`config.mk`:
```
export PLATFORM = sky130hd
export DESIGN_NAME = udp_stream_flat
export DESIGN_NICKNAME = d
export VERILOG_FILES = /design/src/rtl/udp_stream_if.sv /design/src/rtl/udp_stream.sv /design/src/flat_wrapper.sv
export SDC_FILE = /design/constraint.sdc
export NUM_CORES = 1
export LEC_CHECK = 0
export ABC_AREA = 1
export CORE_AREA = 10 10 194 196
export DETAILED_ROUTE_END_ITERATION = 7
export DIE_AREA = 0 0 204 206
export GPL_TIMING_DRIVEN = 0
export PLACE_DENSITY = 0.6
export SLEW_MARGIN = 10
export SYNTH_ARGS = -nofsm -noshare
export SYNTH_HDL_FRONTEND = slang
export SYNTH_SLANG_ARGS = --single-unit
```
`constraint.sdc`:
```
create_clock -name aclk -period 2.8 [get_ports aclk]
set_clock_uncertainty 0.1 [all_clocks]
set_input_delay 0.42 -clock aclk [delete_from_list [all_inputs] [get_ports aclk]]
set_output_delay 0.42 -clock aclk [all_outputs]
set_load 0.03 [all_outputs]
```
`src/rtl/udp_stream_if.sv`:
```
// ---------------------------------------------------------------------------
// Bus interfaces used by udp_stream.
//   axil_if : AXI4-Lite control bus (aw/w/b/ar/r channels).
//             modport slave  - register block side
//             modport master - host/CPU side
//   axis_if : AXI4-Stream bus with tkeep, tuser (start of packet) and tlast.
//             modport master - packet source
//             modport slave  - packet sink
// ---------------------------------------------------------------------------
interface axil_if #(
    parameter int ADDR_W = 5,
    parameter int DATA_W = 32
);
    logic [ADDR_W-1:0]   awaddr;
    logic [2:0]          awprot;
    logic                awvalid;
    logic                awready;
    logic [DATA_W-1:0]   wdata;
    logic [DATA_W/8-1:0] wstrb;
    logic                wvalid;
    logic                wready;
    logic [1:0]          bresp;
    logic                bvalid;
    logic                bready;
    logic [ADDR_W-1:0]   araddr;
    logic [2:0]          arprot;
    logic                arvalid;
    logic                arready;
    logic [DATA_W-1:0]   rdata;
    logic [1:0]          rresp;
    logic                rvalid;
    logic                rready;

    modport slave (
        input  awaddr, awprot, awvalid, wdata, wstrb, wvalid, bready,
               araddr, arprot, arvalid, rready,
        output awready, wready, bresp, bvalid, arready, rdata, rresp, rvalid
    );

    modport master (
        output awaddr, awprot, awvalid, wdata, wstrb, wvalid, bready,
               araddr, arprot, arvalid, rready,
        input  awready, wready, bresp, bvalid, arready, rdata, rresp, rvalid
    );
endinterface

interface axis_if #(
    parameter int DATA_W = 64,
    parameter int KEEP_W = 8
);
    logic              tvalid;
    logic [DATA_W-1:0] tdata;
    logic [KEEP_W-1:0] tkeep;
    logic              tuser;
    logic              tlast;
    logic              tready;

    modport master (output tvalid, tdata, tkeep, tuser, tlast, input tready);
    modport slave  (input tvalid, tdata, tkeep, tuser, tlast, output tready);
endinterface

```
`src/rtl/udp_stream.sv`:
```
// ---------------------------------------------------------------------------
// udp_stream - fixed-length UDP payload pattern generator.
//
// Each beat carries {seq[31:0], 16'h0000, beat_index[15:0]}; tuser marks the
// first beat, tlast the final one, whose tkeep covers LAST_BYTES bytes.
// Streaming is enabled out of reset.
//
// Ports:
//   aclk      - sole clock, rising edge
//   aresetn   - asynchronous active-low reset
//   s00_axi   - AXI4-Lite register slave (8 word registers)
//   m00_axis  - 64-bit AXI4-Stream master
//
// Register map (word = addr[4:2]):
//   0 CTRL       bit0 enable, bit1 clear (self-clearing, reads 0)
//   1 PKT_BEATS  [15:0], 0 behaves as 1
//   2 GAP        [15:0], idle cycles between packets
//   3 PKT_COUNT  RO
//   4 BEAT_COUNT RO
//   5 LAST_BYTES [3:0], 0 or >8 behaves as 8
//   6 SEQ        RO
//   7 ID         RO 0x55445031
//
// state    | meaning
// ---------+-----------------------------------------------------------------
// ST_IDLE  | not streaming; starts a packet on the next edge if enabled
// ST_SEND  | presenting beats of the current packet (tvalid=1)
// ST_GAP   | inter-packet gap, gap_cnt down-counts to its terminal value 1
// ---------------------------------------------------------------------------
module udp_stream #(
    parameter int C_S00_AXI_DATA_WIDTH   = 32,
    parameter int C_S00_AXI_ADDR_WIDTH   = 5,
    parameter int C_M00_AXIS_TDATA_WIDTH = 64,
    parameter int C_M00_AXIS_TKEEP_WIDTH = 8
) (
    input  logic   aclk,
    input  logic   aresetn,
    axil_if.slave  s00_axi,
    axis_if.master m00_axis
);

    localparam logic [31:0] ID_VALUE = 32'h5544_5031;

    typedef enum logic [1:0] {ST_IDLE, ST_SEND, ST_GAP} state_t;

    state_t state, state_nxt;

    logic        ctrl_enable;
    logic [15:0] pkt_beats;
    logic [15:0] gap_cycles;
    logic [3:0]  last_bytes;
    logic [31:0] pkt_count;
    logic [31:0] beat_count;
    logic [31:0] seq;

    logic                            aw_rdy;
    logic                            bvalid_q;
    logic                            ar_rdy;
    logic                            rvalid_q;
    logic [C_S00_AXI_DATA_WIDTH-1:0] rdata_q;
    logic [C_S00_AXI_DATA_WIDTH-1:0] rd_mux;
    logic                            wr_en;
    logic                            rd_en;
    logic                            clr_pulse;
    logic [2:0]                      wr_word;
    logic [2:0]                      rd_word;

    logic [15:0] beat_idx;
    logic [15:0] beats_l;
    logic [3:0]  lb_l;
    logic [15:0] gap_cnt;
    logic        is_last;
    logic        start_pkt;
    logic        beat_hs;
    logic        last_hs;
    logic        tvalid_w;
    logic [8:0]  keep_span;

    logic [C_M00_AXIS_TDATA_WIDTH-1:0] tdata_w;
    logic [C_M00_AXIS_TKEEP_WIDTH-1:0] tkeep_w;

    // ------------------------------------------------------------------
    // AXI4-Lite write channel: aw/w accepted together, one at a time
    // ------------------------------------------------------------------
    assign wr_word   = s00_axi.awaddr[C_S00_AXI_ADDR_WIDTH-1:2];
    assign wr_en     = aw_rdy && s00_axi.awvalid && s00_axi.wvalid;
    assign clr_pulse = wr_en && (wr_word == 3'd0) && s00_axi.wstrb[0] && s00_axi.wdata[1];

    always_ff @(posedge aclk or negedge aresetn) begin
        if (!aresetn) begin
            aw_rdy   <= 1'b0;
            bvalid_q <= 1'b0;
        end else begin
            // !aw_rdy keeps the ready to a single-cycle pulse
            aw_rdy <= s00_axi.awvalid && s00_axi.wvalid && !bvalid_q && !aw_rdy;
            if (wr_en)
                bvalid_q <= 1'b1;
            else if (s00_axi.bready)
                bvalid_q <= 1'b0;
        end
    end

    always_ff @(posedge aclk or negedge aresetn) begin
        if (!aresetn) begin
            ctrl_enable <= 1'b1;
            pkt_beats   <= 16'd8;
            gap_cycles  <= 16'd0;
            last_bytes  <= 4'd8;
        end else if (wr_en) begin
            case (wr_word)
                3'd0: if (s00_axi.wstrb[0]) ctrl_enable <= s00_axi.wdata[0];
                3'd1: begin
                    if (s00_axi.wstrb[0]) pkt_beats[7:0]  <= s00_axi.wdata[7:0];
                    if (s00_axi.wstrb[1]) pkt_beats[15:8] <= s00_axi.wdata[15:8];
                end
                3'd2: begin
                    if (s00_axi.wstrb[0]) gap_cycles[7:0]  <= s00_axi.wdata[7:0];
                    if (s00_axi.wstrb[1]) gap_cycles[15:8] <= s00_axi.wdata[15:8];
                end
                3'd5: if (s00_axi.wstrb[0]) last_bytes <= s00_axi.wdata[3:0];
                default: ;
            endcase
        end
    end

    // ------------------------------------------------------------------
    // AXI4-Lite read channel
    // ------------------------------------------------------------------
    assign rd_word = s00_axi.araddr[C_S00_AXI_ADDR_WIDTH-1:2];
    assign rd_en   = ar_rdy && s00_axi.arvalid;

    always_comb begin
        rd_mux = '0;
        case (rd_word)
            3'd0:    rd_mux = {31'd0, ctrl_enable};
            3'd1:    rd_mux = {16'd0, pkt_beats};
            3'd2:    rd_mux = {16'd0, gap_cycles};
            3'd3:    rd_mux = pkt_count;
            3'd4:    rd_mux = beat_count;
            3'd5:    rd_mux = {28'd0, last_bytes};
            3'd6:    rd_mux = seq;
            default: rd_mux = ID_VALUE;
        endcase
    end

    always_ff @(posedge aclk or negedge aresetn) begin
        if (!aresetn) begin
            ar_rdy   <= 1'b0;
            rvalid_q <= 1'b0;
            rdata_q  <= '0;
        end else begin
            ar_rdy <= s00_axi.arvalid && !rvalid_q && !ar_rdy;
            if (rd_en) begin
                rvalid_q <= 1'b1;
                rdata_q  <= rd_mux;
            end else if (s00_axi.rready) begin
                rvalid_q <= 1'b0;
            end
        end
    end

    assign s00_axi.awready = aw_rdy;
    assign s00_axi.wready  = aw_rdy;
    assign s00_axi.bvalid  = bvalid_q;
    assign s00_axi.bresp   = 2'b00;
    assign s00_axi.arready = ar_rdy;
    assign s00_axi.rvalid  = rvalid_q;
    assign s00_axi.rdata   = rdata_q;
    assign s00_axi.rresp   = 2'b00;

    // ------------------------------------------------------------------
    // Stream FSM
    // ------------------------------------------------------------------
    assign tvalid_w = (state == ST_SEND);
    assign is_last  = (beat_idx == beats_l - 16'd1);

    always_ff @(posedge aclk or negedge aresetn) begin
        if (!aresetn)
            state <= ST_IDLE;
        else
            state <= state_nxt;
    end

    always_comb begin
        state_nxt = state;
        start_pkt = 1'b0;
        last_hs   = 1'b0;
        beat_hs   = tvalid_w && m00_axis.tready;
        case (state)
            ST_IDLE: begin
                if (ctrl_enable) begin
                    state_nxt = ST_SEND;
                    start_pkt = 1'b1;
                end
            end
            ST_SEND: begin
                if (beat_hs && is_last) begin
                    last_hs = 1'b1;
                    if (gap_cnt != 16'd0)
                        state_nxt = ST_GAP;
                    else if (ctrl_enable)
                        start_pkt = 1'b1;   // back-to-back, no bubble
                    else
                        state_nxt = ST_IDLE;
                end
            end
            ST_GAP: begin
                // The final gap cycle already does the idle decision, so the
                // line is quiet for exactly the latched number of cycles.
                if (gap_cnt == 16'd1) begin
                    if (ctrl_enable) begin
                        state_nxt = ST_SEND;
                        start_pkt = 1'b1;
                    end else begin
                        state_nxt = ST_IDLE;
                    end
                end
            end
            default: state_nxt = ST_IDLE;
        endcase
    end

    // gap_cnt holds the latched GAP while sending and down-counts in ST_GAP.
    always_ff @(posedge aclk or negedge aresetn) begin
        if (!aresetn) begin
            beat_idx <= 16'd0;
            beats_l  <= 16'd0;
            lb_l     <= 4'd0;
            gap_cnt  <= 16'd0;
        end else if (start_pkt) begin
            beat_idx <= 16'd0;
            beats_l  <= (pkt_beats == 16'd0) ? 16'd1 : pkt_beats;
            lb_l     <= ((last_bytes == 4'd0) || (last_bytes > 4'd8)) ? 4'd8 : last_bytes;
            gap_cnt  <= gap_cycles;
        end else if (beat_hs) begin
            beat_idx <= beat_idx + 16'd1;
        end else if (state == ST_GAP) begin
            gap_cnt <= gap_cnt - 16'd1;
        end
    end

    // Clear takes priority over a coincident packet completion.
    always_ff @(posedge aclk or negedge aresetn) begin
        if (!aresetn) begin
            seq        <= 32'd0;
            pkt_count  <= 32'd0;
            beat_count <= 32'd0;
        end else if (clr_pulse) begin
            seq        <= 32'd0;
            pkt_count  <= 32'd0;
            beat_count <= 32'd0;
        end else begin
            if (beat_hs)
                beat_count <= beat_count + 32'd1;
            if (last_hs) begin
                seq       <= seq + 32'd1;
                pkt_count <= pkt_count + 32'd1;
            end
        end
    end

    // Outputs are gated by tvalid so everything reads 0 while idle.
    assign keep_span = (9'd1 << lb_l) - 9'd1;
    assign tdata_w   = tvalid_w ? {seq, 16'h0000, beat_idx} : '0;
    assign tkeep_w   = !tvalid_w ? '0 : (is_last ? keep_span[7:0] : 8'hFF);

    assign m00_axis.tvalid = tvalid_w;
    assign m00_axis.tdata  = tdata_w;
    assign m00_axis.tkeep  = tkeep_w;
    assign m00_axis.tuser  = tvalid_w && (beat_idx == 16'd0);
    assign m00_axis.tlast  = tvalid_w && is_last;

    logic unused_bits;
    assign unused_bits = ^{s00_axi.awprot, s00_axi.arprot, s00_axi.awaddr[1:0],
                           s00_axi.araddr[1:0], s00_axi.wdata[31:16], s00_axi.wstrb[3:2]};

endmodule

```
`src/flat_wrapper.sv`:
```
// flat-port wrapper written by rule: the top's interface ports become plain ports
module udp_stream_flat 
#(
    parameter int C_S00_AXI_DATA_WIDTH   = 32,
    parameter int C_S00_AXI_ADDR_WIDTH   = 5,
    parameter int C_M00_AXIS_TDATA_WIDTH = 64,
    parameter int C_M00_AXIS_TKEEP_WIDTH = 8
)
  (aclk, aresetn, s00_axi_awaddr, s00_axi_awprot, s00_axi_awvalid, s00_axi_wdata, s00_axi_wstrb, s00_axi_wvalid, s00_axi_bready, s00_axi_araddr, s00_axi_arprot, s00_axi_arvalid, s00_axi_rready, s00_axi_awready, s00_axi_wready, s00_axi_bresp, s00_axi_bvalid, s00_axi_arready, s00_axi_rdata, s00_axi_rresp, s00_axi_rvalid, m00_axis_tvalid, m00_axis_tdata, m00_axis_tkeep, m00_axis_tuser, m00_axis_tlast, m00_axis_tready);
  axil_if s00_axi_i ();
  axis_if m00_axis_i ();
  input  logic aclk;
  input  logic aresetn;
  input wire logic [$bits(s00_axi_i.awaddr)-1:0] s00_axi_awaddr;
  input wire logic [$bits(s00_axi_i.awprot)-1:0] s00_axi_awprot;
  input wire logic [$bits(s00_axi_i.awvalid)-1:0] s00_axi_awvalid;
  input wire logic [$bits(s00_axi_i.wdata)-1:0] s00_axi_wdata;
  input wire logic [$bits(s00_axi_i.wstrb)-1:0] s00_axi_wstrb;
  input wire logic [$bits(s00_axi_i.wvalid)-1:0] s00_axi_wvalid;
  input wire logic [$bits(s00_axi_i.bready)-1:0] s00_axi_bready;
  input wire logic [$bits(s00_axi_i.araddr)-1:0] s00_axi_araddr;
  input wire logic [$bits(s00_axi_i.arprot)-1:0] s00_axi_arprot;
  input wire logic [$bits(s00_axi_i.arvalid)-1:0] s00_axi_arvalid;
  input wire logic [$bits(s00_axi_i.rready)-1:0] s00_axi_rready;
  output wire logic [$bits(s00_axi_i.awready)-1:0] s00_axi_awready;
  output wire logic [$bits(s00_axi_i.wready)-1:0] s00_axi_wready;
  output wire logic [$bits(s00_axi_i.bresp)-1:0] s00_axi_bresp;
  output wire logic [$bits(s00_axi_i.bvalid)-1:0] s00_axi_bvalid;
  output wire logic [$bits(s00_axi_i.arready)-1:0] s00_axi_arready;
  output wire logic [$bits(s00_axi_i.rdata)-1:0] s00_axi_rdata;
  output wire logic [$bits(s00_axi_i.rresp)-1:0] s00_axi_rresp;
  output wire logic [$bits(s00_axi_i.rvalid)-1:0] s00_axi_rvalid;
  output wire logic [$bits(m00_axis_i.tvalid)-1:0] m00_axis_tvalid;
  output wire logic [$bits(m00_axis_i.tdata)-1:0] m00_axis_tdata;
  output wire logic [$bits(m00_axis_i.tkeep)-1:0] m00_axis_tkeep;
  output wire logic [$bits(m00_axis_i.tuser)-1:0] m00_axis_tuser;
  output wire logic [$bits(m00_axis_i.tlast)-1:0] m00_axis_tlast;
  input wire logic [$bits(m00_axis_i.tready)-1:0] m00_axis_tready;
  assign s00_axi_i.awaddr = s00_axi_awaddr;
  assign s00_axi_i.awprot = s00_axi_awprot;
  assign s00_axi_i.awvalid = s00_axi_awvalid;
  assign s00_axi_i.wdata = s00_axi_wdata;
  assign s00_axi_i.wstrb = s00_axi_wstrb;
  assign s00_axi_i.wvalid = s00_axi_wvalid;
  assign s00_axi_i.bready = s00_axi_bready;
  assign s00_axi_i.araddr = s00_axi_araddr;
  assign s00_axi_i.arprot = s00_axi_arprot;
  assign s00_axi_i.arvalid = s00_axi_arvalid;
  assign s00_axi_i.rready = s00_axi_rready;
  assign s00_axi_awready = s00_axi_i.awready;
  assign s00_axi_wready = s00_axi_i.wready;
  assign s00_axi_bresp = s00_axi_i.bresp;
  assign s00_axi_bvalid = s00_axi_i.bvalid;
  assign s00_axi_arready = s00_axi_i.arready;
  assign s00_axi_rdata = s00_axi_i.rdata;
  assign s00_axi_rresp = s00_axi_i.rresp;
  assign s00_axi_rvalid = s00_axi_i.rvalid;
  assign m00_axis_tvalid = m00_axis_i.tvalid;
  assign m00_axis_tdata = m00_axis_i.tdata;
  assign m00_axis_tkeep = m00_axis_i.tkeep;
  assign m00_axis_tuser = m00_axis_i.tuser;
  assign m00_axis_tlast = m00_axis_i.tlast;
  assign m00_axis_i.tready = m00_axis_tready;
  udp_stream #(.C_S00_AXI_DATA_WIDTH(C_S00_AXI_DATA_WIDTH), .C_S00_AXI_ADDR_WIDTH(C_S00_AXI_ADDR_WIDTH), .C_M00_AXIS_TDATA_WIDTH(C_M00_AXIS_TDATA_WIDTH), .C_M00_AXIS_TKEEP_WIDTH(C_M00_AXIS_TKEEP_WIDTH)) u_core (.aclk(aclk), .aresetn(aresetn), .s00_axi(s00_axi_i), .m00_axis(m00_axis_i));
endmodule
```
## Yosys cells after proc, flatten, opt, wreduce, memory -nomap -nowiden

Cells that the tools add are included.

| word-level totals | value |
|---|---|
| register bits | 223 |
| logic and storage cells | 122 |

| operators by class | value |
|---|---|
| add/sub/neg operators | 7 |
| order comparisons | 1 |
| eq/ne operators | 18 |
| shift-type cells | 1 |
| mux-type cells | 35 |
| reductions and logical operators | 41 |

Operators by type and width:

| kind | number |
|---|---|
| one-hot mux 32 bit (7 select lines) | 1 |
| 2-to-1 mux 32 bit | 6 |
| adder 32 x 1 -> 32 bit, second input constant | 3 |
| 2-to-1 mux 16 bit | 6 |
| 2-to-1 mux 64 bit | 1 |
| zero test 16 bit | 2 |
| subtractor 16 x 1 -> 16 bit, second input constant | 2 |
| AND reduction 3 bit | 6 |
| adder 16 x 1 -> 16 bit, second input constant | 1 |
| == test 16 x 1 -> 1 bit, second input constant | 1 |
| == test 16 bit | 1 |
| 2-to-1 mux 8 bit | 2 |
| nonzero test 16 bit | 1 |
| logical AND 1 bit | 15 |
| == test 3 bit, second input constant | 4 |
| nonzero test 2 bit | 6 |
| 2-to-1 mux 1 bit | 11 |
| 2-to-1 mux 2 bit | 5 |
| == test 3 x 2 -> 1 bit, second input constant | 3 |
| << shifter 1 x 4 -> 8 bit, first input constant | 1 |
| subtractor 8 x 1 -> 8 bit, second input constant | 1 |
| == test 3 x 1 -> 1 bit, second input constant | 2 |
| zero test 3 bit | 2 |
| != test 2 x 1 -> 1 bit, second input constant | 3 |
| 14 further kinds | 17 |

## Longest topological paths before layout

Gate-level depths: netlist of run 1.

| depth | value |
|---|---|
| depth in word-level cells | 7 |
| gate-level depth with buffers | 19 |
| depth with buffers taken out | 18 |

## Worst setup path after synthesis of run 1

OpenSTA, ideal clock, no wires.

| timing path | value |
|---|---|
| kind | register -> output |
| from | reg u_core.beats_l[0] |
| to | out m00_axis_tkeep[4] |
| arrival time | 2.097 ns |
| data required time | 2.280 ns |
| path slack | 0.183 ns |
| cell stages (with the launch flop) | 18 |
| buffers on the path | 0 |
| path through | dfrtp_1 inv_2 ha_1 or2_2 nand2_1 nand2_1 nand2_1 nand3_1 nor2_1 nand2_1 nor2_4 nand2_2 inv_1 nand2_1 nand2_1 inv_1 nand2_1 inv_1 |

| on the way | value |
|---|---|
| word-level cells in the longest chain between the ends | 4 |

RTL lines:

| item | RTL line | RTL |
|---|---|---|
| start: declaration | udp_stream.sv:69 | `logic [15:0] beats_l;` |
| start signal: assignment | udp_stream.sv:232 | `beats_l <= (pkt_beats == 16'd0) ? 16'd1 : pkt_beats;` |
| subtractor 16 x 1 -> 16 bit | udp_stream.sv:175 | `assign is_last = (beat_idx == beats_l - 16'd1);` |
| == test 16 bit | udp_stream.sv:175 |  |
| 2-to-1 mux 8 bit (2 in a row) | udp_stream.sv:265 | `assign tkeep_w = !tvalid_w ? '0 : (is_last ? keep_span[7:0] : 8'hFF);` |
| end: declaration | flat_wrapper.sv:35 | `output wire logic [$bits(m00_axis_i.tkeep)-1:0] m00_axis_tkeep;` |

No other way between the ends.

## Final worst setup path of run 1

Same ends and word-level chain as after synthesis.

==> impl_metrics.tcl, run 1 <==
set metrics [dict create \
    status "complete, but fails checks" \
    violations "negative setup slack" \
    critPathMostFrequentCell "nand2_1" \
    max_stage_delay_ns 0.40 \
    cts_tree "done" \
    seqCellArea_mm2 0.005584 \
    grt_pass1_wl_mm 79.17 \
    final_cell_mix "nand2_1, nor2_1, dfrtp_1, inv_1, o21ai_0" \
    synth_ff_type "dfrtp_1" \
    vdd_drop_max_uv 815.8 \
    slowest_stage "dfrtp_1" \
    synth_area_leader_cell "dfrtp_1" \
    power_density_mw_per_mm2 920.8 \
    cts.clk_slew.worst_paths_ns 0.06 \
    die_area_mm2 0.04202 \
    grt_max_degree 105 \
    vias 13800 \
    rsz0062_at_grt "true" \
    path_class "reg -> out" \
    dpl.hpwl_mm 40.34 \
    hold_path.class "in -> async" \
    synth_warnings 0 \
    fin_nets 2177 \
    drt_pass1_iterations 5 \
    synth_seq_cells 223 \
    setup_ws_ns -0.2546 \
    crit_family "simple AND/OR/NAND/NOR gates" \
    slew_violations 0 \
    cts.sinks 223 \
    cp_cell_sequence "inv_2 > buf_4 > nand3_2 > nor2_1 > nand3b_1 > nand2_1 > nand3_1 > nor2_2 > nand2_4 > o21ai_4 > nand2_1 > nand2_1 > inv_1 > buf_6" \
    drive_above_1_share_pct 9.181 \
    yosysSeqAreaShare_pct 41.10 \
    via_per_inst 5.348 \
    setup_viol 9 \
    grtUsageTotal_pct 24.33 \
    final_common_cell "nand2_1" \
    postRouteAntennaNets 0 \
    multi_input_area_mm2 0.006872 \
    synth_edf_count 0 \
    n_fill_cell 3357 \
    critical_path_arrival_ns 2.53 \
    worst_hold_slack_ns 0.2453 \
    wire_per_inst_um 20.50 \
    drc 0 \
    slew-limit-headroom_pct 40.80 \
    start_util_pct 40.02 \
    synthTopCellsByArea "dfrtp_1, nand2_1, nor2_1, inv_1, o21ai_0" \
    io_buffer_count 126 \
    worst-path-max-fanout 6 \
    post-route-period-util_pct 109.1 \
    ys_types 47 \
    critPathBufInv 4 \
    drt_iter0_markers 1394 \
    h-tree-depth 1 \
    routed_wirelength_mm 52.89 \
    syn-instance-count 1902 \
    crit_required_ns 2.28 \
    place_area_mm2 0.01555 \
    worst_pin_slew_ns 0.8812 \
    grt_pass1_vias 13140 \
    leakagePower_nw 8.018 \
    gr-total-overflow 0 \
    yosysTopAreaCellShare_pct 40.52 \
    grt_antenna_before_repair 1 \
    cts_buffer_depth 3 \
    clockRootBuffer "clkbuf_16" \
    fp.dieH_um 206 \
    top_level_ports 176 \
    rows 68 \
    fmax_ghz 0.3274 \
    drv_cap 0 \
    clk_latency_ns 0.56 \
    core_area_mm2 0.03395 \
    final_area_mm2 0.01696 \
    ys_async_sr_fraction_pct 100.0 \
    die_x_um 204 \
    area.growth.synth_to_final_pct 24.84 \
    min_period_ns 3.055 \
    start_kind "flop" \
    cts_inserted_buffers 28 \
    end_kind "output port" \
    globalplace.congestion 0.9351 \
    synth.avg_cell_area_um2 7.143 \
    hold_violations 0 \
    setup_tns_ns -1.766 \
    syn_area_mm2 0.01359 \
]
## kinds of logic after synthesis
| group | Yosys count | synth area share [%] |
|---|---|---|
| adder cells (fa/ha/maj) | 9 | 0.8289 |
| XOR/XNOR | 82 | 5.286 |
| flip-flops | 223 | 41.10 |
| buffers and inverters | 301 | 9.661 |
| other | 1 | 0.02760 |
| AO/OA/AOI/OAI | 261 | 10.67 |
| AND/OR/NAND/NOR | 1025 | 32.42 |
## path summary, 6_finish.rpt
path / start / end / slack [ns] / depth (start not counted)
setup / recovery: u_core.beats_l[0]$_DFFE_PN0P_ / m00_axis_tkeep[4] / -0.25 / 14
hold / removal: aresetn / u_core.beat_idx[12]$_DFFE_PN0P_ / 0.25 / 2
setup reg to reg: u_core.beats_l[0]$_DFFE_PN0P_ / u_core.seq[29]$_DFFE_PN0P_ / 0.01 / 17
hold reg to reg: u_core.s00_axi.arready$_DFF_PN0_ / u_core.s00_axi.arready$_DFF_PN0_ / 0.35 / 1
max in group asynchronous: aresetn / u_core.pkt_count[20]$_DFFE_PN0P_ / 1.50 / 3
min in group aclk: s00_axi_wvalid / u_core.s00_axi.awready$_DFF_PN0_ / 0.32 / 3
## what timing repair did
action,CTS,global route
resized for setup,125,90
gates cloned,0,7
pin swaps,10,19
endpoints found under the hold margin,37,0
buffers inserted,8,13
setup endpoints to repair,67,137
hold buffers,1,0
## through the flow
stage	power, mW	instances	setup slack [ns]	util (%)
after floorplan	9.215	1921	0.1826	-
after global placement	11.95	2502	-8.830	45.62
after detailed placement	11.99	2504	-0.6076	45.80
after CTS	15.55	2559	-0.2708	48.58
after global routing	16.62	2580	-0.4660	49.96
final	15.62	2580	-0.2546	49.96
## cells in the mapped netlist, types with 3 or more instances
library cell  instances
nand2_4               3
o21ai_1              16
a221oi_1              6
xor2_1               69
ha_1                  9
nand2_1             500
nor2_1              243
o21ai_2               7
o21ai_0             140
nor2_2                6
buf_4                27
nand2_2               4
buf_2                 8
inv_2                 5
a31oi_1              10
nor4_1               37
nand3b_1              3
o221ai_1              7
o31ai_1               5
o22ai_1              15
nand3_2               3
clkbuf_2              3
nand4_1              36
xnor2_1              13
nor3_1               70
inv_1               211
a21oi_1              47
nor2_4                4
clkbuf_1             34
dfstp_2               3
buf_6                 9
nand3_1             109
dfrtp_1             220
## flip-flops by register name, summed over array words and instances, names as in the netlist, 2 cells and up
| name | flops |
|---|---|
| u_core.beat_count | 32 |
| u_core.beat_idx | 16 |
| u_core.beats_l | 16 |
| u_core.gap_cnt | 16 |
| u_core.gap_cycles | 16 |
| u_core.last_bytes | 4 |
| u_core.lb_l | 4 |
| u_core.pkt_beats | 16 |
| u_core.pkt_count | 32 |
| u_core.s00_axi.rdata | 32 |
| u_core.seq | 32 |
| u_core.state | 2 |
## metal layers
layer,global-route usage (%),vias up,part of all wire [%]
met1,30.82,6637,42
met2,41.76,501,48
li1,-,6566,-
met4,7.141,0,3.1
met5,0,-,0
met3,4.169,95,7.0
## area by class of cell
type	count	share of cell area (%)
timing repair buffer	157	9.546
antenna	1	0.01475
clock inverter	7	0.5164
sequential	223	32.93
inverter	218	4.899
buffer	83	3.430
multi-input combinational	1397	40.52
tap	455	3.357
clock buffer	39	4.795
## power by group
group,switching (mW),total (mW),leakage (nW),internal (mW)
registers,0.663,4.52,2.76,3.86
clock network,1.47,3.65,0.443,2.18
logic,5.07,7.45,4.81,2.37
total,7.21,15.6,8.02,8.41
(Power assumes the default switching activity.)
==> run 2: changes to the inputs <==
--- a/config.mk
+++ b/config.mk
@@ -6,9 +6,9 @@
 export NUM_CORES = 1
 export LEC_CHECK = 0
 export ABC_AREA = 1
-export CORE_AREA = 10 10 194 196
+export CORE_AREA = 2 2 186 188
 export DETAILED_ROUTE_END_ITERATION = 7
-export DIE_AREA = 0 0 204 206
+export DIE_AREA = 0 0 188 190
 export GPL_TIMING_DRIVEN = 0
 export PLACE_DENSITY = 0.6
 export SLEW_MARGIN = 10
==> impl_metrics.tcl, run 2 (synthesis gave the netlist of run 1 again) <==
set metrics [dict create \
    status "complete, but fails checks" \
    violations "negative setup slack" \
    worst_pin_slew_ns 0.9204 \
    post-route-period-util_pct 110.3 \
    die_x_um 188 \
    clk_latency_ns 0.56 \
    wl_met3_mm 3.218 \
    p_clk_share_pct 25.6 \
    crit_required_ns 2.28 \
    hold_path.class "in -> async" \
    wire_per_inst_um 20.10 \
    pre_cts_ws_ns -0.6194 \
    fmax_ghz 0.3239 \
    power.switching_mw 7.270 \
    postRouteAntennaNets 0 \
    setup_viol 9 \
    cts_inserted_buffers 27 \
    routed_wirelength_mm 51.91 \
    rows 68 \
    area.growth.synth_to_final_pct 26.37 \
    min_period_ns 3.087 \
    drv_cap 0 \
    start_util_pct 40.02 \
    io_buffer_count 126 \
    fp.dieH_um 190 \
    p_seq_share_pct 28.0 \
    cts_buffer_depth 3 \
    core_area_mm2 0.03395 \
    final_cell_mix "nand2_1, nor2_1, dfrtp_1, inv_1, o21ai_0" \
    clockRootBuffer "clkbuf_16" \
    gr-total-overflow 0 \
    dpl.hpwl_mm 39.74 \
    via_per_inst 5.387 \
    path_class "reg -> out" \
    setup_tns_ns -1.892 \
    worst_hold_slack_ns 0.2941 \
    end_kind "output port" \
    wl_met2_mm 24.50 \
    vdd_drop_max_uv 751.5 \
    drt_pass1_iterations 8 \
    drive_above_1_share_pct 10.01 \
    fin_nets 2176 \
    power_frac_comb_pct 46.4 \
    drc 0 \
    dr.max_layer_used "met4" \
    critical_path_arrival_ns 2.57 \
    hold_violations 0 \
    final_common_cell "nand2_1" \
    leakagePower_nw 8.116 \
    reg2regPathDepth 17 \
    power_density_mw_per_mm2 941.5 \
    cts.clk_slew.worst_paths_ns 0.06 \
    slew_violations 0 \
    setup_ws_ns -0.2875 \
    rsz0062_at_grt "true" \
    grt_antenna_before_repair 0 \
    cts.sinks 223 \
    grt_pass1_vias 13240 \
    antenna_cells 0 \
    vias 13910 \
    h-tree-depth 1 \
    start_kind "flop" \
    cts_tree "done" \
    grt_max_degree 86 \
    worst-path-max-fanout 6 \
    swShare_pct 44.98 \
    wl_met1_mm 21.96 \
    power_mw 16.16 \
    die_area_mm2 0.03572 \
    globalplace.congestion 0.9576 \
    grtUsageTotal_pct 28.48 \
    slew-limit-headroom_pct 38.17 \
    grt_pass1_wl_mm 78.21 \
    drt_iter0_markers 1056 \
    top_level_ports 176 \
    p_int_mw 8.893 \
]
[run 2: cell types whose count changed in the layout (fill, tap and decap cells not counted), moves of 5 or more]
cell           previous run  this run
o21ai_0                 117       110
bufinv_16                 2         8
dlygate4sd2_1            42        48
nand3_1                 108       102
nand3_2                   4        10
o21ai_1                  37        43
clkbuf_1                 36        31
[run 2: metrics by stage]
| step | cells | utilization [%] | instance area (um2) |
|---|---|---|---|
| detailed placement | 2504 | 45.80 | 15550 |
| global route | 2582 | 50.57 | 17170 |
| CTS | 2561 | 48.98 | 16630 |
| floorplan | 1921 | - | 13660 |
| finish | 2582 | 50.57 | 17170 |
| global placement | 2502 | 45.62 | 15490 |
[run 2: worst max-delay path: stages (launching register included)]
cell and delay [ns]:
dfrtp_1 0.40, inv_2 0.09, buf_4 0.12, nand3_2 0.12, nor2_1 0.20, nand3b_1 0.10
nand2_1 0.08, nand3_1 0.09, nor2_2 0.24, nand2_4 0.12, inv_2 0.08, nand2_2 0.05
nand2_2 0.08, inv_2 0.04, nand2_1 0.06, inv_2 0.04, buf_6 0.12
[run 2: layout make-up]
| class | count | area [um2] |
|---|---|---|
| repair buffers | 157 | 1634 |
| clock buffers | 35 | 765.7 |
| multi-input cells | 1397 | 6918 |
| plain buffers | 83 | 580.6 |
| fillers | 3402 | 16780 |
| flip-flops and latches | 223 | 5585 |
| well taps | 455 | 569.3 |
| inverters | 218 | 833.3 |
| clock inverters | 14 | 281.5 |
[run 2: final timing paths]
kind,slack (ns),endpoint,start
max in group asynchronous,1.48,u_core.ctrl_enable$_DFFE_PN1P_,aresetn
min reg2reg,0.34,u_core.s00_axi.arready$_DFF_PN0_,u_core.s00_axi.arready$_DFF_PN0_
max reg2reg,0.01,u_core.pkt_count[12]$_DFFE_PN0P_,u_core.beats_l[0]$_DFFE_PN0P_
min,0.29,u_core.beat_idx[9]$_DFFE_PN0P_,aresetn
max,-0.29,m00_axis_tkeep[4],u_core.beats_l[0]$_DFFE_PN0P_
min in group aclk,0.33,u_core.s00_axi.arready$_DFF_PN0_,s00_axi_arvalid
[run 2: power by group through the flow]
stage / Combinational (mW) / Clock, mW / Sequential (mW)
4_1_cts: 7.35 / 4.18 / 4.50
2_1_floorplan: 4.64 / 0 / 4.57
3_5_place_dp: 7.45 / 0 / 4.54
3_3_place_gp: 7.40 / 0 / 4.54
5_1_grt: 8.20 / 4.32 / 4.59
6_report: 7.50 / 4.13 / 4.52
[run 2: timing repair]
action / in CTS / in global routing
hold endpoints to repair: 62 / 0
gates cloned: 0 / 8
resized for setup: 125 / 102
setup endpoints to repair: 85 / 131
pin swaps: 8 / 26
buffers inserted: 7 / 13
hold buffers: 1 / 0
[run 2: metal layers]
metal | vias to the layer above | global-route usage (%)
met5 | - | 0
met4 | 0 | 11.60
met3 | 111 | 3.320
met2 | 538 | 48.14
met1 | 6690 | 37.23
li1 | 6571 | -
==> run 3: changes to the inputs <==
--- a/config.mk
+++ b/config.mk
@@ -7,6 +7,7 @@
 export LEC_CHECK = 0
 export ABC_AREA = 1
 export CORE_AREA = 2 2 186 188
+export CTS_CLUSTER_DIAMETER = 150
 export DETAILED_ROUTE_END_ITERATION = 7
 export DIE_AREA = 0 0 188 190
 export GPL_TIMING_DRIVEN = 0
==> results of run 3 <==
Same layout as run 2: the final DEF is identical, and so are final timing and power.
